`src/rtl/gate_bist.sv`:
```
// N-input universal gate with registered output and an exhaustive self-test sweep.
// Latency 1 cycle; start is honoured only in IDLE, and mode/a are ignored while busy.
module gate_bist #(
    parameter int N = 2
) (
    input  logic         clk,
    input  logic         rst_n,
    input  logic [2:0]   mode,
    input  logic [N-1:0] a,
    input  logic         start,
    input  logic         inject,
    output logic         y,
    output logic         busy,
    output logic         done,
    output logic         pass,
    output logic [N:0]   err_cnt
);

    typedef enum logic [1:0] {IDLE, SWEEP, DRAIN, DONE} state_t;

    localparam logic [N-1:0] VEC_ONE = 1;
    localparam logic [N:0]   ERR_ONE = 1;

    state_t       state, state_nxt;
    logic [N-1:0] vec_cnt;
    logic [2:0]   mode_lat;
    logic [N-1:0] vec;
    logic [2:0]   mode_eff;
    logic         core_out;
    logic         ref_bit;
    logic         ref_d;
    logic         ref_par;
    logic         last_vec;

    assign vec      = (state == SWEEP) ? vec_cnt : a;
    assign mode_eff = (state == SWEEP) ? mode_lat : mode;
    assign last_vec = (vec_cnt == {N{1'b1}});

    always_comb begin
        core_out = 1'b0;
        case (mode_eff)
            3'b000:  core_out = &vec;
            3'b001:  core_out = ~&vec;
            3'b010:  core_out = |vec;
            3'b011:  core_out = ~|vec;
            3'b100:  core_out = ^vec;
            3'b101:  core_out = ~^vec;
            3'b110:  core_out = vec[0];
            default: core_out = ~vec[0];
        endcase
    end

    // Reference is built from comparisons and a bit loop, not the core's reduction operators.
    always_comb begin
        ref_par = 1'b0;
        for (int i = 0; i < N; i++) begin
            ref_par = ref_par ^ vec_cnt[i];
        end
        ref_bit = 1'b0;
        case (mode_lat)
            3'b000:  ref_bit = (vec_cnt == {N{1'b1}});
            3'b001:  ref_bit = (vec_cnt != {N{1'b1}});
            3'b010:  ref_bit = (vec_cnt != '0);
            3'b011:  ref_bit = (vec_cnt == '0);
            3'b100:  ref_bit = ref_par;
            3'b101:  ref_bit = !ref_par;
            3'b110:  ref_bit = (vec_cnt[0] == 1'b1);
            default: ref_bit = (vec_cnt[0] == 1'b0);
        endcase
    end

    always_ff @(posedge clk or negedge rst_n) begin
        if (!rst_n) begin
            state <= IDLE;
        end else begin
            state <= state_nxt;
        end
    end

    always_comb begin
        state_nxt = state;
        case (state)
            IDLE:    if (start) state_nxt = SWEEP;
            SWEEP:   if (last_vec) state_nxt = DRAIN;
            DRAIN:   state_nxt = DONE;
            default: if (!start) state_nxt = IDLE;
        endcase
    end

    always_comb begin
        busy = (state == SWEEP) || (state == DRAIN);
        done = (state == DONE);
        pass = (state == DONE) && (err_cnt == '0);
    end

    // The first SWEEP cycle has no result in y yet, so comparison starts at vec_cnt 1.
    always_ff @(posedge clk or negedge rst_n) begin
        if (!rst_n) begin
            y        <= 1'b0;
            ref_d    <= 1'b0;
            vec_cnt  <= '0;
            mode_lat <= 3'b000;
            err_cnt  <= '0;
        end else begin
            y     <= core_out ^ inject;
            ref_d <= ref_bit;
            case (state)
                IDLE: begin
                    if (start) begin
                        mode_lat <= mode;
                        err_cnt  <= '0;
                        vec_cnt  <= '0;
                    end
                end
                SWEEP: begin
                    vec_cnt <= vec_cnt + VEC_ONE;
                    if ((vec_cnt != '0) && (y != ref_d)) err_cnt <= err_cnt + ERR_ONE;
                end
                DRAIN: begin
                    if (y != ref_d) err_cnt <= err_cnt + ERR_ONE;
                end
                default: ;
            endcase
        end
    end

endmodule

```
`config.mk`:
```
export PLATFORM = sky130hd
export DESIGN_NAME = gate_bist
export DESIGN_NICKNAME = d
export VERILOG_FILES = /design/src/rtl/gate_bist.sv
export SDC_FILE = /design/constraint.sdc
export NUM_CORES = 1
export LEC_CHECK = 0
export CORE_MARGIN = 3
export CORE_UTILIZATION = 38
export CTS_CLUSTER_SIZE = 30
export DETAILED_ROUTE_END_ITERATION = 10
export GPL_TIMING_DRIVEN = 0
export PLACE_DENSITY_LB_ADDON = 0.12
export SETUP_SLACK_MARGIN = 0.02
export SKIP_LAST_GASP = 1
export SYNTH_ARGS = -nofsm -noshare
export SYNTH_HDL_FRONTEND = slang
export SYNTH_SLANG_ARGS = --single-unit
```
`constraint.sdc`:
```
create_clock -name clk -period 3.4 [get_ports clk]
set_input_delay 1.02 -clock clk [delete_from_list [all_inputs] [get_ports clk]]
set_output_delay 1.02 -clock clk [all_outputs]
set_load 0.005 [all_outputs]
```
-- Word-level counts from Yosys, hierarchy flattened
Cells that the tools add are included.
Widths: inputs -> output; s select.
- add/sub/neg operators: 2
- eq/ne operators: 23
- mux-type cells: 14
- bitwise gates (word level): 4
- reductions and logical operators: 22
- operators by type and width (operator ; count):
    $eq 3x3->1 const B ; 6
    $pmux 1 s7 ; 2
    $eq 3x2->1 const B ; 4
    $mux 3 ; 4
    $mux 2 ; 5
    $logic_not 3->1 ; 3
    $pmux 3 s3 ; 1
    $eq 2x2->1 const B ; 3
    $eq 3x1->1 const B ; 2
    $ne 2x2->1 const B ; 3
    $pmux 2 s3 ; 1
    $reduce_and 2->1 ; 3
    $logic_not 2->1 ; 2
    $ne 2x1->1 const B ; 2
    $ne 4x1->1 const B ; 1
    $pmux 2 s2 ; 1
    $reduce_and 4->1 ; 1
    $reduce_bool 2->1 ; 2
    $add 3x1->3 const B ; 1
    $logic_not 1->1 ; 3
    $reduce_and 3->1 ; 1
    $reduce_bool 3->1 ; 1
    $add 2x1->2 const B ; 1
    $eq 2x1->1 const B ; 1
    other kinds (8) ; 11
- register bits: 12
- input bits: 9
- logic and storage cells: 71

-- Longest topological paths before layout
Gate-level depths: netlist (run 1).
- depth in word-level cells: 6
- depth in mapped cells: 10
- mapped depth without buffers: 9

-- Least setup slack after synthesis (run 1)
OpenSTA, ideal clock, no wires.
- kind: input -> register
- from: input a[0]
- to: register y
- arrival time: 2064 ps
- required time: 3276 ps
- path slack: 1212 ps
- stages on the path: 5
- buffers on the path: 0
- cell sequence: mux2_2 ha_1 a2111oi_2 a21oi_1 xnor2_1
- word-level cells in the longest chain between the ends: 5
- elaborated cells between the ends (all ways): 10
- classes of those cells: 2 x mux; 2 x bitwise; 6 x reduce/logical
- RTL lines (element ; line ; text):
    from (decl) ; 9 ; input logic [N-1:0] a,
    $mux 2 * ; 35 ; assign vec = (state == SWEEP) ? vec_cnt : a;
    $reduce_or 2->1 / $reduce_and 2->1 (equally long branches) ; -- ;
    $logic_not 1->1, on equally long branches ; 45, 43 ;
    $pmux 1 s7 * ; 41 ; case (mode_eff)
    $xor 1x1->1 * ; 105 ; y <= core_out ^ inject;
    to (signal assigned) ; 105 ;
    to (decl) ; 12 ; output logic y,
Mark *: on every way between the ends. The rest lies on a longest branch, timed or not.
A chain may end at the register's enable or synchronous reset.

-- Final worst setup path (run 1)
- from: register state[0]
- to: output busy
- word-level cells in the longest chain between the ends: 2
- elaborated cells between the ends (all ways): 3
- classes of those cells: 2 x eq/ne; 1 x reduce/logical
- RTL lines (element ; line ; text):
    from (decl) ; 24 ; state_t state, state_nxt;
    from (signal assigned) ; 76 ; state <= state_nxt;
    $eq 2x1->1 / $eq 2x2->1 (equally long branches) ; 91 ; busy = (state == SWEEP) || (state == DRAIN);
    $logic_or 1x1->1 * ; 91 ;
    to (decl) ; 13 ; output logic busy,
Marks and branches as above.

==> out/results.txt, run 1 <==
hpwl dp: 1300 um
Area growth, synth to finish: 26.0%
initial antenna violation count: 0
Synth area leader: dfrtp_1
Max-cap violations: 0
Post-Synthesis Cells: 81
synth cell count leaders: 12 x dfrtp_1, 11 x ha_1, 11 x inv_1
unrepaired setup endpoints after global routing: no
Worst EP required: 2.38 ns
minimum clock period: 2.74 ns
post-cts resize count: 0
First DRT Iteration DRCs: 5
Fmax: 365 MHz
mapped cell area: 847 um^2
routed via count: 614
fin. max-slew vios: 0
DRT antenna net count: 0
first-pass GRT wire length: 2890 um
drt drc: 0
pre-CTS setup slack: 0.692 ns
final worst setup slack: 0.658 ns
starting density of the core: 41.5%
CTS tree: yes
endpoints failing hold: 0
Post-synth EDFFs: 0
area fraction of the dominant cell type after synthesis: 35.5%
clock skew: 0.00319 ns
Clock Latency Late Sink: 0.27 ns
asr flop ratio synth: 100%
area of the core: 2040 um^2
fin crit share: 80.6%
die width: 53.2 um
Post-CTS Setup Inserts: 0
GPL Wtd Cong: 0.735
syn_nets: 101
origin of the critical flop-to-flop path: state[1]
port bufs: 15
setup tns final: 0 ns
WL per Instance: 13.0 um
Detailed Routing Iterations Pass 1: 2
element type at the critical path end: output pin
crit-path max FO: 6
top-count cell post-synth: dfrtp_1
num rows: 16
post-synth cell types: 27
die area: 2830 um^2
hold_sp: mode_lat[0]
root buffer cell: clkbuf_4
# diodes: 0
CTS sink count: 12
static leakage: 0.505 nW
Ys Warns: 0
Worst-Margin Slew: 0.577 ns
worst hold path type: reg2reg
Clock transition at path regs: 0.08 ns
Routed WL: 1650 um
Power Total: 0.933 mW
final setup violating endpoints: 0
Hold Buf Count CTS: 0
Primary FF master, synth: dfrtp_1
headroom to the max-slew limit: 61.4%
Yosys reg bits: 12
CTS Buf Count: 3
routed vias/inst: 4.83
vias in the first global route: 631
total grt overflow: 0
IO Pins: 16
H-tree depth: 1
chip height: 53.2 um
All-Layer GR Usage: 14.2%
PD cells: 875 nW/um^2
share of layout cells above drive strength 1: 14.0%
Seq/Total Area, Yosys: 35.5%
startpoint types: flop
WS Path Type: reg2out
Peak VDD IR: 424 uV
Clock Path Buffers: 2
Worst Setup SP: state[0]
fin nets: 121
mean post-synth cell area: 10.5 um^2
pin count of the biggest net entering global routing: 13
synth top area cells: dfrtp_1 35%, ha_1 16%, mux2i_1 7.1%
Arr. time, crit path: 1.72 ns
status: complete, no violations
-- stage by stage --
| step | utilization [%] | hold WS (ns) | area [um^2] | cells |
|---|---|---|---|---|
| floorplan | - | 0.457 | 847 | 81 |
| global placement | 50.5 | 0.478 | 1030 | 123 |
| detailed placement | 50.5 | 0.481 | 1030 | 123 |
| CTS | 52.3 | 0.493 | 1070 | 127 |
| global route | 52.3 | 0.505 | 1070 | 127 |
| finish | 52.3 | 0.489 | 1070 | 127 |
-- cells in the final DEF, fill, tap and decap left out, types with 2 or more instances in the layout --
cell             count
and3b_1              2
clkbuf_4             3
clkdlybuf4s50_1     15
dfrtp_1             12
ha_1                11
inv_1               11
mux2_2               5
mux2i_1              6
nand2_1              9
nand3_1              2
o21ai_0              3
xor2_1               3
-- registers in the layout, indices dropped and copies added (netlist names) --
name and flops:
err_cnt 3, mode_lat 3, vec_cnt 2, state 2, ref_d 1, y 1
-- power breakdown --
group	internal (mW)	leakage [nW]	switching (mW)
clock	0.0651	0.0210	0.0511
combinational	0.285	0.336	0.258
sequential	0.211	0.148	0.0633
-- routing by layer --
layer  global-route usage [%]  wire length [um]  vias to the layer above
li1                         -                 -                      315
met1                     19.4               827                      288
met2                     21.6               752                        9
met3                     5.07                60                        2
met4                     2.55                11                        0
met5                        0                 0                        -
-- final timing paths --
check                           slack [ns]           to  cells past startpoint
min in group asynchronous             1.11     state[0]                      1
worst min register to register        0.49        ref_d                      1
worst min-delay path                  0.49        ref_d                      1
max in group asynchronous             1.91  mode_lat[1]                      1
worst max register to register        1.05            y                      8
worst max-delay path                  0.66         busy                      3
-- worst max-delay path, cell delays in order (launching register included) --
cell	delay, ns
dfrtp_1	0.42
inv_1	0.09
ha_1	0.39
clkdlybuf4s50_1	0.54
-- cells by family after synthesis --
group           share of synthesized area, %
buf+inv                                 5.76
compound gates                          8.86
simple gates                            13.1
flops                                   35.5
fa+ha+maj                               16.2
xor+xnor                                4.14
mux                                     16.4
-- area by class of cell --
class,instances,area (um^2)
fill,202,975
multi-input combinational,57,498
sequential,12,300
timing repair buffer,15,150
inverter,11,41.3
clock buffer,4,36.3
tap,27,33.8
buffer,1,7.51
No activity file was read; power rests on OpenSTA's default activity.
==> inputs of run 2 (changes only) <==
Clock period 3.4 ns to 2.5 ns, I/O delays scaled along.
==> out/results.txt, run 2 (synthesis gave the netlist of run 1 again) <==
worst hold path type: reg2reg (unchanged)
element type at the critical path end: output pin (unchanged)
initial antenna violation count: 0 (unchanged)
P_sw: 0.513 mW (was 0.372 mW)
CP delay by family, top: buffers and inverters (unchanged)
Area growth, synth to finish: 29.0% (was 26.0%)
first-pass GRT wire length: 2880 um (was 2890 um)
fin nets: 124 (was 121)
Worst EP required: 1.75 ns (was 2.38 ns)
headroom to the max-slew limit: 61.5% (was 61.4%)
share of layout cells above drive strength 1: 17.5% (was 14.0%)
First DRT Iteration DRCs: 5 (unchanged)
worst path bufs/invs: 2 (unchanged)
PD cells: 1200 nW/um^2 (was 875 nW/um^2)
Clock power frac: 12.1% (was 12.4%)
CTS tree: yes (unchanged)
static leakage: 0.518 nW (was 0.505 nW)
endpoints failing hold: 0 (unchanged)
chip height: 53.2 um (unchanged)
die area: 2830 um^2 (unchanged)
hpwl dp: 1300 um (unchanged)
sw frac: 39.1% (was 39.8%)
# fillers: 197 (was 202)
commonest cells after routing, fill and taps aside: 15 x clkdlybuf4s50_1, 12 x dfrtp_1, 11 x inv_1, 10 x ha_1, 9 x nand2_1 (was 15 x clkdlybuf4s50_1, 12 x dfrtp_1, 11 x inv_1, 11 x ha_1, 9 x nand2_1)
setup tns final: 0 ns (unchanged)
most common library cell in the layout ignoring fill and taps: clkdlybuf4s50_1 (unchanged)
worst path cell trace: inv_1 -> ha_2 -> clkdlybuf4s50_1 (was inv_1 -> ha_1 -> clkdlybuf4s50_1)
pre-CTS setup slack: 0.0624 ns (was 0.692 ns)
final setup violating endpoints: 0 (unchanged)
fin. max-slew vios: 0 (unchanged)
Clock transition at path regs: 0.08 ns (about the same)
IO Pins: 16 (unchanged)
internal power: 0.798 mW (was 0.562 mW)
Arr. time, crit path: 1.65 ns (was 1.72 ns)
sequential share of power: 27.9% (was 29.4%)
final worst setup slack: 0.0977 ns (was 0.658 ns)
crit-path max FO: 6 (unchanged)
combinational power share: 60.0% (was 58.2%)
biggest regs: err_cnt: 3 flops, mode_lat: 3 flops (unchanged)
total grt overflow: 0 (unchanged)
pin count of the biggest net entering global routing: 13 (unchanged)
root buffer cell: clkbuf_4 (unchanged)
WL per Instance: 12.9 um (was 13.0 um)
routed via count: 622 (was 614)
Fmax: 416 MHz
Multi-input gate area: 500 um^2 (was 498 um^2)
Crit-path slowest cell: clkdlybuf4s50_1 (unchanged)
starting density of the core: 41.5% (unchanged)
Peak VDD IR: 593 uV (was 424 uV)
CTS sink count: 12 (unchanged)
vias in the first global route: 624 (was 631)
Max-cap violations: 0 (unchanged)
Detailed Routing Iterations Pass 1: 2 (unchanged)
die width: 53.2 um (unchanged)
clock skew: 0.00344 ns (was 0.00319 ns)
minimum clock period: 2.40 ns
CTS Buf Count: 3 (unchanged)
register area: 300 um^2 (unchanged)
fin crit share: 96.1%
crit-path max cell delay: 0.52 ns (was 0.54 ns)
H-tree depth: 1 (unchanged)
unrepaired setup endpoints after global routing: no (unchanged)
port bufs: 15 (unchanged)
DRT antenna net count: 0 (unchanged)
routed vias/inst: 4.78 (was 4.83)
All-Layer GR Usage: 14.2% (unchanged)
status: complete, no violations (unchanged)
Routed WL: 1680 um (was 1650 um)
Clock Latency Late Sink: 0.27 ns (about the same)
Clock Path Buffers: 2 (unchanged)
# diodes: 0 (unchanged)
Worst-Margin Slew: 0.576 ns (was 0.577 ns)
num rows: 16 (unchanged)
drt drc: 0 (unchanged)
area of the core: 2040 um^2 (unchanged)
GPL Wtd Cong: 0.735 (unchanged)
WS Path Type: reg2out (unchanged)
startpoint types: flop (unchanged)
run 2: worst paths after layout:
kind                        startpoint           to  slack, ns  cells past startpoint
setup / recovery              state[0]         busy        0.1                      3
hold / removal             mode_lat[0]        ref_d       0.49                      1
setup reg to reg              state[1]            y       0.19                      8
hold reg to reg            mode_lat[0]        ref_d       0.49                      1
max in group asynchronous        rst_n  mode_lat[1]       1.28                      1
min in group asynchronous        rst_n     state[0]       0.84                      1
run 2: layout make-up:
class / instances / area share [%]
well taps: 27 / 3.09
inverters: 11 / 3.78
clock buffers: 4 / 3.32
multi-input cells: 57 / 45.8
flip-flops and latches: 12 / 27.5
repair buffers: 18 / 15.8
plain buffers: 1 / 0.687
run 2: layer usage:
metal | GRT usage, % | wire, um | vias up
li1 | - | - | 322
met1 | 19.6 | 843 | 289
met2 | 21.4 | 765 | 9
met3 | 5.07 | 60 | 2
met4 | 2.55 | 11 | 0
met5 | 0 | 0 | -
run 2: per-stage QoR:
step	std cells	total power, mW	utilization (%)	hold WS (ns)	instance area (um^2)
5_1_grt	130	1.44	53.5	0.505	1090
6_report	130	1.31	53.5	0.489	1090
3_5_place_dp	123	1.13	50.5	0.481	1030
4_1_cts	127	1.30	52.4	0.493	1070
3_3_place_gp	123	1.10	50.5	0.478	1030
2_1_floorplan	81	0.877	-	0.454	847
run 2: power groups by stage:
stage / sequential [mW] / clock [mW] / combinational (mW)
final: 0.366 / 0.158 / 0.787
after global routing: 0.385 / 0.173 / 0.885
after CTS: 0.374 / 0.167 / 0.757
after detailed placement: 0.379 / 0 / 0.747
after global placement: 0.375 / 0 / 0.730
after floorplan: 0.360 / 0 / 0.517
run 2: what timing repair did:
action,CTS,global route
setup endpoints to repair,1,2
setup buffers,0,3
hold buffers,0,0
endpoints found under the hold margin,0,0
resized for setup,1,0
